--- config.mk ---
export PLATFORM = sky130hd
export DESIGN_NAME = simon_word_loader
export DESIGN_NICKNAME = d
export VERILOG_FILES = /design/src/rtl/simon_loader_pkg.sv /design/src/rtl/simon_slot_reg.sv /design/src/rtl/simon_word_loader.sv
export SDC_FILE = /design/constraint.sdc
export NUM_CORES = 1
export LEC_CHECK = 0
export ABC_CLOCK_PERIOD_IN_PS = 3200
export CORE_MARGIN = 2
export CORE_UTILIZATION = 48
export DETAILED_ROUTE_END_ITERATION = 10
export GPL_TIMING_DRIVEN = 0
export PLACE_DENSITY = 0.76
export SKIP_CTS_REPAIR_TIMING = 1
export SLEW_MARGIN = 15
export SYNTH_ARGS = -nofsm -noshare
export SYNTH_HDL_FRONTEND = slang
export SYNTH_SLANG_ARGS = --single-unit
--- constraint.sdc ---
create_clock -name clk -period 3.2 [get_ports clk]
set_clock_uncertainty 0.05 [all_clocks]
set_input_delay 0.32 -clock clk [delete_from_list [all_inputs] [get_ports clk]]
set_output_delay 0.32 -clock clk [all_outputs]
set_load 0.02 [all_outputs]
--- src/rtl/simon_loader_pkg.sv ---
// Shared types, frame-length helpers and SIMON 96/96 reference vectors for the word loader.
`timescale 1ns/1ps
package simon_loader_pkg;

  typedef enum logic {
    SLOT_EMPTY = 1'b0,
    SLOT_HOLD  = 1'b1
  } slot_state_t;

  typedef enum logic {
    ASM_COLLECT = 1'b0,
    ASM_FULL    = 1'b1
  } asm_state_t;

  function automatic int calc_dw(input int n, input int w);
    return (2 * n) / w;
  endfunction

  function automatic int calc_kw(input int n, input int m, input int w);
    return (m * n) / w;
  endfunction

  // SIMON 96/96 reference vector, most significant word first.
  localparam logic [95:0] TV_KEY = 96'h0d0c0b0a0908_050403020100;
  localparam logic [95:0] TV_PT  = 96'h2072616c6c69_702065687420;
  localparam logic [95:0] TV_CT  = 96'h602807a462b4_69063d8ff082;

endpackage

--- src/rtl/simon_slot_reg.sv ---
// One output slot to the cipher core: holds a frame with newX raised until the core acks it.
`timescale 1ns/1ps
module simon_slot_reg
  import simon_loader_pkg::*;
#(
  parameter int WIDTH = 96
) (
  input  logic             clk,
  input  logic             nR,
  input  logic             load,
  input  logic [WIDTH-1:0] din,
  input  logic             ack,
  output logic [WIDTH-1:0] dout,
  output logic             busy
);

  slot_state_t state_q, state_d;

  always_comb begin
    state_d = state_q;
    case (state_q)
      SLOT_EMPTY: if (load) state_d = SLOT_HOLD;
      SLOT_HOLD:  if (ack)  state_d = SLOT_EMPTY;
      default:    state_d = SLOT_EMPTY;
    endcase
  end

  // Output register only moves while empty, so the core sees a stable value during HOLD.
  always_ff @(posedge clk) begin
    if (nR) begin
      state_q <= SLOT_EMPTY;
      dout    <= '0;
    end else begin
      state_q <= state_d;
      if (load && (state_q == SLOT_EMPTY)) dout <= din;
    end
  end

  assign busy = (state_q == SLOT_HOLD);

endmodule

--- src/rtl/simon_word_loader.sv ---
// Assembles a W-bit word stream into SIMON data blocks and keys, one frame of buffering per slot.
`timescale 1ns/1ps
module simon_word_loader
  import simon_loader_pkg::*;
#(
  parameter int N = 48,
  parameter int M = 2,
  parameter int W = 16
) (
  input  logic                clk,
  input  logic                nR,
  input  logic                in_valid,
  output logic                in_ready,
  input  logic [W-1:0]        in_word,
  input  logic                in_is_key,
  input  logic                in_enc_dec,
  output logic [1:0][N-1:0]   blockIN,
  output logic [M-1:0][N-1:0] KEY,
  output logic                enc_dec,
  output logic                newData,
  output logic                newKey,
  input  logic                loadData,
  input  logic                loadKey,
  output logic                err_frame
);

  localparam int DW     = calc_dw(N, W);
  localparam int KW     = calc_kw(N, M, W);
  localparam int DATA_W = 2 * N;
  localparam int KEY_W  = M * N;
  localparam int ASM_W  = (DATA_W > KEY_W) ? DATA_W : KEY_W;
  localparam int MAXW   = (DW > KW) ? DW : KW;
  localparam int CNT_W  = (MAXW > 1) ? $clog2(MAXW) : 1;
  localparam logic [CNT_W-1:0] DW_LAST = CNT_W'(DW - 1);
  localparam logic [CNT_W-1:0] KW_LAST = CNT_W'(KW - 1);

  asm_state_t         asm_q, asm_d;
  logic [ASM_W-1:0]   asm_p0;
  logic [CNT_W-1:0]   cnt_p0;
  logic [CNT_W-1:0]   idx;
  logic               cur_key, cur_enc;
  logic               pend_q, pend_d;
  logic               err_q, enc_q;
  logic               accept, abort, first, word_key, last;
  logic               tgt_busy, word_tgt_busy, xfer, xfer_data, xfer_key;
  logic [DATA_W-1:0]  data_q;
  logic [KEY_W-1:0]   key_q;

  assign accept   = in_valid && in_ready;
  assign abort    = accept && (cnt_p0 != '0) && (in_is_key != cur_key);
  assign first    = (cnt_p0 == '0) || abort;
  assign word_key = first ? in_is_key : cur_key;
  assign idx      = first ? '0 : cnt_p0;
  assign last     = accept && (idx == (word_key ? KW_LAST : DW_LAST));

  // cur_key still names the completed frame until the next frame's word 0 lands,
  // which at the earliest coincides with the transfer edge.
  assign word_tgt_busy = word_key ? newKey : newData;
  assign tgt_busy      = cur_key ? newKey : newData;
  assign xfer          = pend_q || ((asm_q == ASM_FULL) && !tgt_busy);
  assign xfer_data     = xfer && !cur_key;
  assign xfer_key      = xfer && cur_key;

  assign in_ready = (asm_q != ASM_FULL);

  always_comb begin
    asm_d  = asm_q;
    pend_d = 1'b0;
    case (asm_q)
      ASM_COLLECT: begin
        if (last) begin
          if (word_tgt_busy) asm_d = ASM_FULL;
          else               pend_d = 1'b1;
        end
      end
      ASM_FULL: if (!tgt_busy) asm_d = ASM_COLLECT;
      default:  asm_d = ASM_COLLECT;
    endcase
  end

  // Stage p0: word shift-in, frame counter and per-frame attributes.
  always_ff @(posedge clk) begin
    if (nR) begin
      asm_q   <= ASM_COLLECT;
      pend_q  <= 1'b0;
      err_q   <= 1'b0;
      cnt_p0  <= '0;
      cur_key <= 1'b0;
      cur_enc <= 1'b0;
      asm_p0  <= '0;
      enc_q   <= 1'b0;
    end else begin
      asm_q  <= asm_d;
      pend_q <= pend_d;
      err_q  <= abort;
      if (accept) begin
        asm_p0 <= (asm_p0 << W) | ASM_W'(in_word);
        cnt_p0 <= last ? '0 : (idx + CNT_W'(1));
        if (first) begin
          cur_key <= in_is_key;
          cur_enc <= in_enc_dec;
        end
      end
      if (xfer_data) enc_q <= cur_enc;
    end
  end

  // Stage p1: per-type output slots towards the core.
  simon_slot_reg #(.WIDTH(DATA_W)) u_data_slot (
    .clk  (clk),
    .nR   (nR),
    .load (xfer_data),
    .din  (asm_p0[DATA_W-1:0]),
    .ack  (loadData),
    .dout (data_q),
    .busy (newData)
  );

  simon_slot_reg #(.WIDTH(KEY_W)) u_key_slot (
    .clk  (clk),
    .nR   (nR),
    .load (xfer_key),
    .din  (asm_p0[KEY_W-1:0]),
    .ack  (loadKey),
    .dout (key_q),
    .busy (newKey)
  );

  assign blockIN   = data_q;
  assign KEY       = key_q;
  assign enc_dec   = enc_q;
  assign err_frame = err_q;

endmodule

==> results.md, run 1 <==
- Status: finished clean
- Tot GR Track Use: 26.4%
- Worst reg2reg path startpoint: cur_key
- Seq pwr share: 49.9%
- Global routing met2 resource utilization: 44.6%
- Max stage delay on crit path: 400 ps
- TritonCTS clock tree: done
- WL final: 30.8 mm
- Final count of pins violating max slew: 0
- Die Height: 151 um
- Fin nets: 1589
- Routed via count: 9633
- Core Area: 21200 um2
- Initial Util: 49.1%
- Vias per Instance: 5.18
- DP Worst Slack: 638 ps
- Die area: 22800 um2
- R2R depth: 8
- Post-Synth Adder-Cell Area: 0.241%
- Die width: 151 um
- Wire per inst: 16.6 um
- CP startpoint kind: register
- Initial antenna violation count: 1
- Clock tree sinks: 299
- TritonRoute pass-1 iters: 6
- Final worst-path cycle share: 66.2%
- CTS H-tree depth: 1
- WHS Path Cells: 3
- CP Capture Type: register
- Antenna cells: 0
- Max-Cap Viols: 0
- 1st-iter DRT viols: 650
- Remaining DRCs: 0
- Post-synthesis instance total: 1317
- Fmax: 0.472 GHz
- FILL cells: 1776
- Critical path buffers and inverters: 1
- NetSw: 1.57 mW
- Switching share of total power: 20.7%
- Commonest cells after routing, fill and taps aside: nand2_1, dfxtp_1, a21oi_1
- Post-synthesis mux area share: 0.193%
- Slowest cell on crit path: dfxtp_1
- Simple-gate share of the synthesized area: 22.6%
- Post-Syn Area: 10400 um2
- Main combinational cell family by area after synthesis: simple AND/OR/NAND/NOR gates
- Max_slew headroom: 40.7%
- # setup viols final: 0
- Clk root buf: clkbuf_16
- Total negative slack: 0 ps
- Int Pwr: 6.02 mW
- Syn Nets: 1342
- Min Clock Period, post-route: 2120 ps
- Area delta synth->final: 34.0%
- DPL Wire Length: 21.8 mm
- Ports: 220
- Leakage: 4.60 nW
- CTS buffer count: 28
- PwrDens: 545 nW/um2
- Final Wtd Congestion: 0.836
- Vias in the first global route: 9067
- Count of yosys warnings during synthesis: 0
- Worst-Margin Slew: 890 ps
- Sequential share of the synthesized area: 57.6%
- Largest net degree at the start of global routing: 16
- Hold WS: 120 ps
- Gr ovfl total: 0
- Met1 Track Usage GR: 34.7%
- Synth cell types: 29
- RSZ-0062 raised after global routing: false
- Number of synthesized register bits: 299
- Crit path required time: 3610 ps
- Worst path top cell family by delay: simple AND/OR/NAND/NOR gates
- GRT Max-Usage Layer: met2
- Compound-Gate Fraction of Synth Area: 14.6%
- Hold Path Sink: cur_key
- Share of layout cells above drive strength 1: 5.68%
- Routed Antenna Nets: 0
- Arr. time, crit path: 2530 ps
- Most common cell after layout, fill and taps aside: nand2_1
- XOR/XNOR Fraction of Synth Area: 0.169%
- FF-to-FF setup slack: 1080 ps
- Reg2reg end: cnt_p0[1]
- HP Start: in_is_key
- # port buffers: 217
- GRT met3 Usage: 4.64%
- Combinational share of power: 2.7%
- Final hold viol count: 0
- Final worst setup slack: 1080 ps
- Row count: 53
- Clock Tree Buf Depth: 3
- Crit Path Class: reg -> reg
- Clock share of power: 47.4%
- Clock slew at reported path FFs: 60 ps
- Global-route wire length before repair: 47.4 mm
- Syn Area/Cell: 7.89 um2
- Worst skew pair latency: 530 ps
- Worst hold path class: in -> reg
- CP cell instances: buf_2 > xor2_1 > nand2_1 > and2_1 > ha_1 > a311oi_1 > a21oi_1 > nor2_1
- Worst IR Drop VDD: 0.415 mV
- CP max FO: 10
[worst reg2reg max path: stages, from the launching register on]
cell      delay (ps)
dfxtp_1          400
buf_2            250
xor2_1           310
nand2_1          140
and2_1           220
ha_1             250
a311oi_1         290
a21oi_1           70
nor2_1            80
[through the flow]
| step | utilization [%] | std cells | area (um2) | power [mW] |
|---|---|---|---|---|
| final | 65.8 | 1860 | 13900 | 7.59 |
| after global routing | 65.8 | 1860 | 13900 | 7.81 |
| after CTS | 65.8 | 1860 | 13900 | 7.60 |
| after detailed placement | 61.0 | 1809 | 12900 | 4.07 |
| after global placement | 61.0 | 1809 | 12900 | 4.07 |
| after floorplan | - | 1317 | 10400 | 3.98 |
[synth_stat cells (all sizes together)]
library cell  count  area, um2
nand2           582       2180
dfxtp           299       5990
a21oi           296       1480
clkbuf           55        206
buf              43        249
nor3              8       51.3
nor2              5       26.3
o21ai             5       25.0
inv               4       15.0
nand2b            3       18.8
ha                2       25.0
mux2i             2       20.0
nand3             2       10.0
a311oi            1       8.76
a31oi             1       6.26
and2              1       6.26
nand3b            1       11.3
nor2b             1       6.26
nor3b             1       12.5
nor4              1       6.26
or3               1       6.26
or3b              1       8.76
xnor2             1       8.76
xor2              1       8.76
[registers in the layout, summed over array words and instances (netlist names)]
| register | flops |
|---|---|
| asm_q | 1 |
| u_key_slot.busy | 1 |
| u_key_slot.dout | 96 |
| cur_enc | 1 |
| u_data_slot.dout | 96 |
| cur_key | 1 |
| err_frame | 1 |
| u_data_slot.busy | 1 |
| asm_p0 | 96 |
| pend_q | 1 |
| cnt_p0 | 3 |
| enc_dec | 1 |
[layout make-up]
| class | count | area, um2 | share of cell area (%) |
|---|---|---|---|
| inverter | 4 | 15.0 | 0.108 |
| timing repair buffer | 217 | 2170 | 15.6 |
| clock inverter | 6 | 135 | 0.970 |
| buffer | 98 | 455 | 3.27 |
| tap | 275 | 344 | 2.47 |
| sequential | 299 | 5990 | 43.0 |
| clock buffer | 45 | 886 | 6.36 |
| multi-input combinational | 916 | 3930 | 28.2 |
[cells by family after synthesis]
logic type,count (synthesis)
compound gates,303
flops,299
mux,2
simple gates,607
xor+xnor,2
fa+ha+maj,2
buf+inv,102
[per-layer routing]
metal | vias to the layer above | part of all wire (%) | routed length (um)
met1 | 4468 | 43 | 13200
met4 | 2 | 2.7 | 842
met5 | - | 0.042 | 13
li1 | 4737 | - | -
met2 | 360 | 47 | 14400
met3 | 66 | 7.5 | 2300
[worst max path at each step]
stage | from | end | slack [ps] | cells after the start
finish | cur_key | cnt_p0[1] | 1080 | 8
global route | cur_key | cnt_p0[0] | 880 | 8
CTS | asm_q | cnt_p0[1] | 1080 | 8
detailed placement | in_valid | cnt_p0[1] | 640 | 9
global placement | in_valid | cnt_p0[1] | 710 | 9
floorplan | cur_key | cnt_p0[1] | 1370 | 8
[power by group through the flow]
| stage | Sequential (mW) | Clock, mW | Combinational [mW] |
|---|---|---|---|
| floorplan | 3.85 | 0 | 0.129 |
| global placement | 3.87 | 0 | 0.202 |
| detailed placement | 3.87 | 0 | 0.206 |
| CTS | 3.78 | 3.61 | 0.207 |
| global route | 3.78 | 3.79 | 0.229 |
| finish | 3.78 | 3.60 | 0.208 |
Power figures use the tool's default switching activity.
==> run 2, diff against run 1 <==
--- a/config.mk
+++ b/config.mk
@@ -5,7 +5,7 @@
 export SDC_FILE = /design/constraint.sdc
 export NUM_CORES = 1
 export LEC_CHECK = 0
-export ABC_CLOCK_PERIOD_IN_PS = 3200
+export ABC_CLOCK_PERIOD_IN_PS = 2200
 export CORE_MARGIN = 2
 export CORE_UTILIZATION = 48
 export DETAILED_ROUTE_END_ITERATION = 10
==> constraint.sdc (replaced) <==
create_clock -name clk -period 2.2 [get_ports clk]
set_clock_uncertainty 0.05 [all_clocks]
set_input_delay 0.22 -clock clk [delete_from_list [all_inputs] [get_ports clk]]
set_output_delay 0.22 -clock clk [all_outputs]
set_load 0.02 [all_outputs]
==> run 2 against run 1 <==
Compared with the run above:
- power is 45% higher
- highest routed layer unchanged
- largest power group unchanged
- design area hardly changed
- sequential cell count stayed put
- clock power is 45% higher
- die area stayed put
- critical endpoint unchanged
==> results.md, run 2 (synthesis results as in run 1) <==
- Status: finished clean
- Max_slew headroom: 39.8% (-0.83 points)
- Row count: 53 (unchanged)
- Die area: 22800 um2 (unchanged)
- Final instance area: 13900 um2 (about the same)
- Commonest cells after routing, fill and taps aside: nand2_1, dfxtp_1, a21oi_1
- Routed Antenna Nets: 0 (unchanged)
- DPL Wire Length: 21.8 mm (unchanged)
- Crit Path Class: reg -> reg
- Ports: 220 (unchanged)
- Fmax: 0.499 GHz (+5.6%)
- Largest net degree at the start of global routing: 16 (unchanged)
- Initial antenna violation count: 1 (unchanged)
- Clk root buf: clkbuf_16
- CTS buffer count: 28 (unchanged)
- Initial Util: 49.1% (unchanged)
- Hold WS: 39.0 ps (-80.7 ps)
- Power Total: 11.0 mW (+45%)
- CP startpoint kind: register
- Die Height: 151 um (unchanged)
- Crit path required time: 2610 ps (-1000 ps)
- Global-route wire length before repair: 47.4 mm (unchanged)
- CP Capture Type: register
- Final Wtd Congestion: 0.836 (unchanged)
- Leakage: 4.60 nW (about the same)
- WHS Path Cells: 3 (unchanged)
- Gr ovfl total: 0 (unchanged)
- Reg2reg end: cnt_p0[1]
- Arr. time, crit path: 2420 ps (-110 ps)
- DP Worst Slack: -262 ps (-900 ps)
- TritonCTS clock tree: done
- CTS H-tree depth: 1 (unchanged)
- Final worst setup slack: 194 ps (-888 ps)
- Wire per inst: 16.5 um (-0.20%)
- Worst skew pair latency: 530 ps (about the same)
- Worst IR Drop VDD: 0.604 mV (+45%)
- Worst reg2reg path startpoint: cur_key
- Clock Tree Buf Depth: 3 (unchanged)
- Vias in the first global route: 9067 (unchanged)
- Vias per Instance: 5.18 (about the same)
- Regs by FF count: asm_p0 (96), u_data_slot.dout (96), u_key_slot.dout (96)
- Max-Cap Viols: 0 (unchanged)
- PwrDens: 792 nW/um2 (+45%)
- CP startpoint: cur_key
- Placed cell area: 12900 um2 (unchanged)
- RSZ-0062 raised after global routing: false
- Remaining DRCs: 0 (unchanged)
- Clock slew at reported path FFs: 60 ps (about the same)
- R2R depth: 8 (unchanged)
- # setup viols final: 0 (unchanged)
- CP max FO: 10 (unchanged)
- 1st-iter DRT viols: 627 (-3.5%)
- Clock tree sinks: 299 (unchanged)
- Total negative slack: 0 ps (unchanged)
- FF-to-FF setup slack: 190 ps (-890 ps)
- Tot GR Track Use: 26.4% (unchanged)
- Min Clock Period, post-route: 2010 ps (-112 ps)
- Most common cell after layout, fill and taps aside: nand2_1
- Final worst-path cycle share: 91.2% (+25 points)
- Area delta synth->final: 34.1% (about the same)
- TritonRoute pass-1 iters: 5 (-1)
- Core Area: 21200 um2 (unchanged)
- Routed via count: 9642 (+0.093%)
- Worst-Margin Slew: 903 ps (+12.5 ps)
- WL final: 30.7 mm (-0.20%)
- Share of layout cells above drive strength 1: 5.80% (+0.13 points)
- # port buffers: 217 (unchanged)
- HP Start: in_is_key
- Worst hold path class: in -> reg
- Final hold viol count: 0 (unchanged)
- Final count of pins violating max slew: 0 (unchanged)
- Fin nets: 1589 (unchanged)
- Crit path to: cnt_p0[1]
- Die width: 151 um (unchanged)
- Antenna cells: 0 (unchanged)
[run 2: changes by cell type in the layout (fill, tap and decap cells not counted)]
cell / change
clkbuf_1: -1
xor2_2: +1
xor2_1: -1
clkbuf_2: +1
[run 2: final cells by class]
| type | count | area (um2) |
|---|---|---|
| multi-input combinational | 916 | 3940 |
| clock inverter | 6 | 135 |
| inverter | 4 | 15.0 |
| buffer | 98 | 457 |
| sequential | 299 | 5990 |
| fill | 1774 | 7220 |
| timing repair buffer | 217 | 2170 |
| tap | 275 | 344 |
| clock buffer | 45 | 886 |
[run 2: worst min-delay path by stage]
stage                          endpoint  slack [ps]
detailed placement  u_key_slot.dout[60]         400
finish                          cur_key          40
CTS                             cur_key          10
global route                    cur_key          70
floorplan                     asm_p0[0]         310
global placement     u_key_slot.dout[1]         390
[run 2: critical path, cell delays in order, from the launching register on]
cell and delay [ps]:
dfxtp_1 400, buf_2 270, xor2_2 220, nand2_1 120, and2_1 200, ha_1 250
a311oi_1 280, a21oi_1 70, nor2_1 80
[run 2: stage by stage]
stage / cells / utilization [%]
final: 1860 / 65.9
after global routing: 1860 / 65.9
after CTS: 1860 / 65.8
after detailed placement: 1809 / 61.0
after global placement: 1809 / 61.0
after floorplan: 1317 / -
[run 2: per-layer routing]
metal / routed length, um / GRT usage (%) / part of all wire [%]
met5: 13 / 0 / 0.042
met4: 858 / 7.94 / 2.8
met3: 2290 / 4.64 / 7.5
met2: 14400 / 44.6 / 47
met1: 13100 / 34.7 / 43
[run 2: report_power, final]
group	switching (mW)	internal, mW	leakage [nW]
sequential	0.0539	5.45	2.41
combinational	0.211	0.0933	1.69
clock	2.02	3.21	0.493
total	2.28	8.75	4.60
==> run 3, diff against run 2 <==
--- a/config.mk
+++ b/config.mk
@@ -8,11 +8,12 @@
 export ABC_CLOCK_PERIOD_IN_PS = 2200
 export CORE_MARGIN = 2
 export CORE_UTILIZATION = 48
+export CTS_CLUSTER_DIAMETER = 150
 export DETAILED_ROUTE_END_ITERATION = 10
 export GPL_TIMING_DRIVEN = 0
 export PLACE_DENSITY = 0.76
 export SKIP_CTS_REPAIR_TIMING = 1
-export SLEW_MARGIN = 15
+export SLEW_MARGIN = 40
 export SYNTH_ARGS = -nofsm -noshare
 export SYNTH_HDL_FRONTEND = slang
 export SYNTH_SLANG_ARGS = --single-unit
==> results of run 3 <==
The final DEF is identical to that of run 2; final timing and power are the same.
